===== src/rtl/nes_pkg.sv =====
`default_nettype none
// ============================================================================
// Package  : nes_pkg
// Purpose  : Shared types and constants for the NES core blocks.
// Revision : 1.0 - initial release
// ============================================================================
package nes_pkg;

    typedef enum logic [2:0] {
        IDLE  = 3'd0,
        HALT  = 3'd1,
        ALIGN = 3'd2,
        READ  = 3'd3,
        WRITE = 3'd4
    } dma_state_t;

    localparam logic [15:0] OAM_DMA_ADDR = 16'h4014;
    localparam int          OAM_BYTES    = 256;

endpackage
`default_nettype wire


===== src/rtl/oam_dma_ctrl.sv =====
`default_nettype none
// ============================================================================
// Module   : oam_dma_ctrl
// Purpose  : Sprite OAM DMA sequencer; halts the CPU and copies one RAM page
//            into OAM starting at the latched OAMADDR offset.
// Revision : 1.0 - initial release
// ============================================================================
module oam_dma_ctrl
    import nes_pkg::*;
#(
    parameter logic [15:0] DMA_REG_ADDR = OAM_DMA_ADDR,
    parameter bit          ALIGN_EN     = 1'b1
) (
    input  logic        clk,
    input  logic        reset_n,
    input  logic [15:0] cpu_addr,
    input  logic [7:0]  cpu_dout,
    input  logic        cpu_wr,
    input  logic [7:0]  oam_base,
    input  logic [7:0]  ram_dout,
    output logic [15:0] ram_addr,
    output logic        ram_sel,
    output logic [7:0]  oam_addr,
    output logic [7:0]  oam_din,
    output logic        oam_wren,
    output logic        cpu_enable,
    output logic        busy,
    output logic        done
);

    localparam logic [7:0] c_LAST_IDX = 8'(OAM_BYTES - 1);

    dma_state_t r_state;
    dma_state_t w_next_state;
    logic [7:0] r_page;
    logic [7:0] r_base;
    logic [7:0] r_idx;
    logic       r_cyc_par;
    logic       r_done;
    logic       w_trigger;
    logic       w_last;

    assign w_trigger = cpu_wr && (cpu_addr == DMA_REG_ADDR);
    assign w_last    = (r_idx == c_LAST_IDX);

    always_ff @(posedge clk) begin
        if (!reset_n) begin
            r_state   <= IDLE;
            r_page    <= '0;
            r_base    <= '0;
            r_idx     <= '0;
            r_cyc_par <= 1'b0;
            r_done    <= 1'b0;
        end else begin
            r_state   <= w_next_state;
            r_cyc_par <= ~r_cyc_par;
            r_done    <= (r_state == WRITE) && w_last;
            // base is captured here so OAMADDR writes mid-transfer cannot skew the copy
            if ((r_state == IDLE) && w_trigger) begin
                r_page <= cpu_dout;
                r_base <= oam_base;
                r_idx  <= '0;
            end else if ((r_state == WRITE) && !w_last) begin
                r_idx  <= r_idx + 8'd1;
            end
        end
    end

    always_comb begin
        w_next_state = r_state;
        unique case (r_state)
            IDLE:    if (w_trigger) w_next_state = HALT;
            HALT:    w_next_state = (ALIGN_EN && r_cyc_par) ? ALIGN : READ;
            ALIGN:   w_next_state = READ;
            READ:    w_next_state = WRITE;
            WRITE:   w_next_state = w_last ? IDLE : READ;
            default: w_next_state = IDLE;
        endcase
    end

    // ram_dout already carries the byte addressed in the preceding READ cycle
    assign busy       = (r_state != IDLE);
    assign ram_sel    = busy;
    assign cpu_enable = (r_state == IDLE);
    assign oam_wren   = (r_state == WRITE);
    assign ram_addr   = busy ? {r_page, r_idx} : 16'h0000;
    assign oam_addr   = oam_wren ? (r_base + r_idx) : 8'h00;
    assign oam_din    = oam_wren ? ram_dout : 8'h00;
    assign done       = r_done;

endmodule
`default_nettype wire


===== config.mk =====
export PLATFORM = sky130hd
export DESIGN_NAME = oam_dma_ctrl
export DESIGN_NICKNAME = d
export VERILOG_FILES = /design/src/rtl/nes_pkg.sv /design/src/rtl/oam_dma_ctrl.sv
export SDC_FILE = /design/constraint.sdc
export NUM_CORES = 1
export LEC_CHECK = 0
export CORE_MARGIN = 5
export CORE_UTILIZATION = 46
export DETAILED_ROUTE_END_ITERATION = 10
export PLACE_DENSITY = 0.89
export SYNTH_ARGS = -nofsm -noshare
export SYNTH_HDL_FRONTEND = slang
export SYNTH_SLANG_ARGS = --single-unit

===== constraint.sdc =====
create_clock -name clk -period 5 [get_ports clk]
set_clock_uncertainty 0.2 [all_clocks]
set_input_delay 1 -clock clk [delete_from_list [all_inputs] [get_ports clk]]
set_output_delay 1 -clock clk [all_outputs]
set_load 0.02 [all_outputs]

==> reports/qor.yml <==
outcome: "finished, final reports clean"
ys_warn_count: 0
wl_um: 5168
port_buffers: 79
synth_flop_cell: "dfxtp_1"
crit_arrival_ns: 2.57
m1WireLength_um: 2106
synth_top_area_share: 0.3100
synth.most_common_cell: "dfxtp_1"
fp.coreArea_um2: 3971
syn-num-nets: 277
top_layer: "met4"
grt_max_degree: 38
die_h_um: 73.81
synth-seq-cells: 29
critPathKind: "reg2out"
slew_viol_final: 0
setup_viol: 0
async_flop_share: 0
ys_types: 47
cts_hold_buf: 0
htreeDepth: 2
drive_above_1_share: 0.04746
synthTopCellsByCount: "29 x dfxtp_1, 27 x and2_1, 20 x a21oi_1"
met2_length_um: 2500
wl_met3_um: 472
clkSinkCount: 29
dp_hpwl_um: 3925
wl_per_cell_um: 14.98
timing.final.crit_period_ns: 3.774
routabilityCongestion: 0.8691
post-route-period-util: 0.7547
netSwitchingFraction: 0.2006
post_cts_buffers: 0
die_w_um: 73.81
max-vdd-ir-drop_mv: 0.1349
internal_power_uw: 370.6
fmax_mhz: 265.0
cts_root_buffer: "clkbuf_8"
fin_tns_setup_ns: 0
p_leak_uw: 0.0009889
syn_area_per_cell_um2: 8.325
clockBufferDepth: 2
cts_buffers: 5
cts_resized: 0
grt_use_total: 0.1923
synthCells: 225
first_pass_iters: 4
ys_top_cells_by_area: "dfxtp_1 31%, and2_1 9.0%, o31ai_1 6.4%, nand4_1 6.0%, a21oi_1 5.3%"
grt_pass1_wl_um: 8328
antenna_left: 0
power_density_nw_per_um2: 169.5
clock_latency_ns: 0.28
power.share.clock: 0.411
tightest_slew_ns: 1.038
synth_edf_count: 0
cts_tree: "built"
final_nets: 347
num_vias: 1916
vias_per_cell: 5.554
power_frac_comb: 0.088
dieArea_um2: 5448
p_switching_uw: 92.99
p_seq_frac: 0.500
crit_fanout: 6
slew-limit-headroom: 0.3081
cp.required_ns: 3.80
holdWs_ns: 0.2295
ios: 80
synth.yosys.seq_area_share: 0.3100
first_global_vias: 1887
end_kind: "output port"
antenna_cells: 0
antenna_found_initial: 0
postLayoutCoreUtil: 0.6887
syn2layout_area_growth_pct: 46.03
hold_viol: 0
min_path_type: "reg2reg"
drt_iter0_markers: 143
fp-row-count: 23
max_cap_viol_count: 0
grt_overflow: 0
cts.clk_slew.worst_paths_ns: 0.06
rsz0062_at_grt: "false"
start_kind: "register"
synth_area_um2: 1873
start_util: 0.4716
drc: 0
synth_top_cell_by_area: "dfxtp_1"
nFillCells: 327
==> flip-flops by register name, summed over array words and instances (netlist names) <==
name and flops:
r_cyc_par 1, r_base 8, done 1, r_idx 8, r_state 3, r_page 8
==> area by class of cell <==
cell class / count / area [um^2] / area share
multi-input combinational: 172 / 1181 / 0.4318
timing repair buffer: 80 / 798.3 / 0.2919
sequential: 29 / 580.6 / 0.2123
clock buffer: 7 / 86.33 / 0.03156
tap: 50 / 62.56 / 0.02287
inverter: 7 / 26.28 / 0.009607
==> layer usage <==
layer | track usage | up-vias
met1 | 0.2170 | 867
li1 | - | 965
met5 | 0 | -
met3 | 0.05198 | 11
met4 | 0.06640 | 0
met2 | 0.3445 | 73
==> critical path, stage by stage, from the launching register on <==
cell and delay [ns]:
dfxtp_1 0.36, ha_1 0.23, fa_1 0.40, a21o_1 0.19
a21oi_1 0.27, o2111ai_1 0.15, nand3_1 0.10, clkdlybuf4s50_1 0.61
==> metrics by stage <==
step / total power [uW] / area (um^2) / worst slack, ns / instances
2_1_floorplan: 243.4 / 1873 / 2.094 / 225
3_3_place_gp: 277.6 / 2649 / 1.582 / 338
3_5_place_dp: 277.9 / 2649 / 1.510 / 338
4_1_cts: 467.2 / 2735 / 1.210 / 345
5_1_grt: 477.1 / 2735 / 1.103 / 345
6_report: 463.6 / 2735 / 1.226 / 345
==> path summary, 6_finish.rpt <==
kind / start / end / slack, ns / cells after the start
max reg2reg: r_state[2] / r_idx[4] / 2.69 / 3
max: r_idx[0] / oam_addr[6] / 1.23 / 7
min: r_cyc_par / r_cyc_par / 0.23 / 1
min reg2reg: r_cyc_par / r_cyc_par / 0.23 / 1
==> cells by family after synthesis <==
logic type | Yosys count | synth area share
simple gates | 94 | 0.3059
buf+inv | 24 | 0.05944
xor+xnor | 9 | 0.04208
mux | 3 | 0.01603
compound gates | 57 | 0.2024
flops | 29 | 0.3100
fa+ha+maj | 9 | 0.06413
==> power groups by stage <==
stage	Clock, uW	Sequential [uW]	Combinational, uW
floorplan	0	237	6.48
global placement	0	237	40.6
detailed placement	0	237	40.8
CTS	194	232	41.1
global route	202	232	43.3
finish	191	232	40.9
==> layout by cell type (no fill, tap or decap), drive strengths merged, types with 7 or more instances in the layout <==
master,count
clkbuf,7
dfxtp,29
and2,27
a21oi,20
o31ai,17
clkdlybuf4s50,79
nor2,13
nand4,18
nand2,8
ha,8
Power figures use the tool's default switching activity.
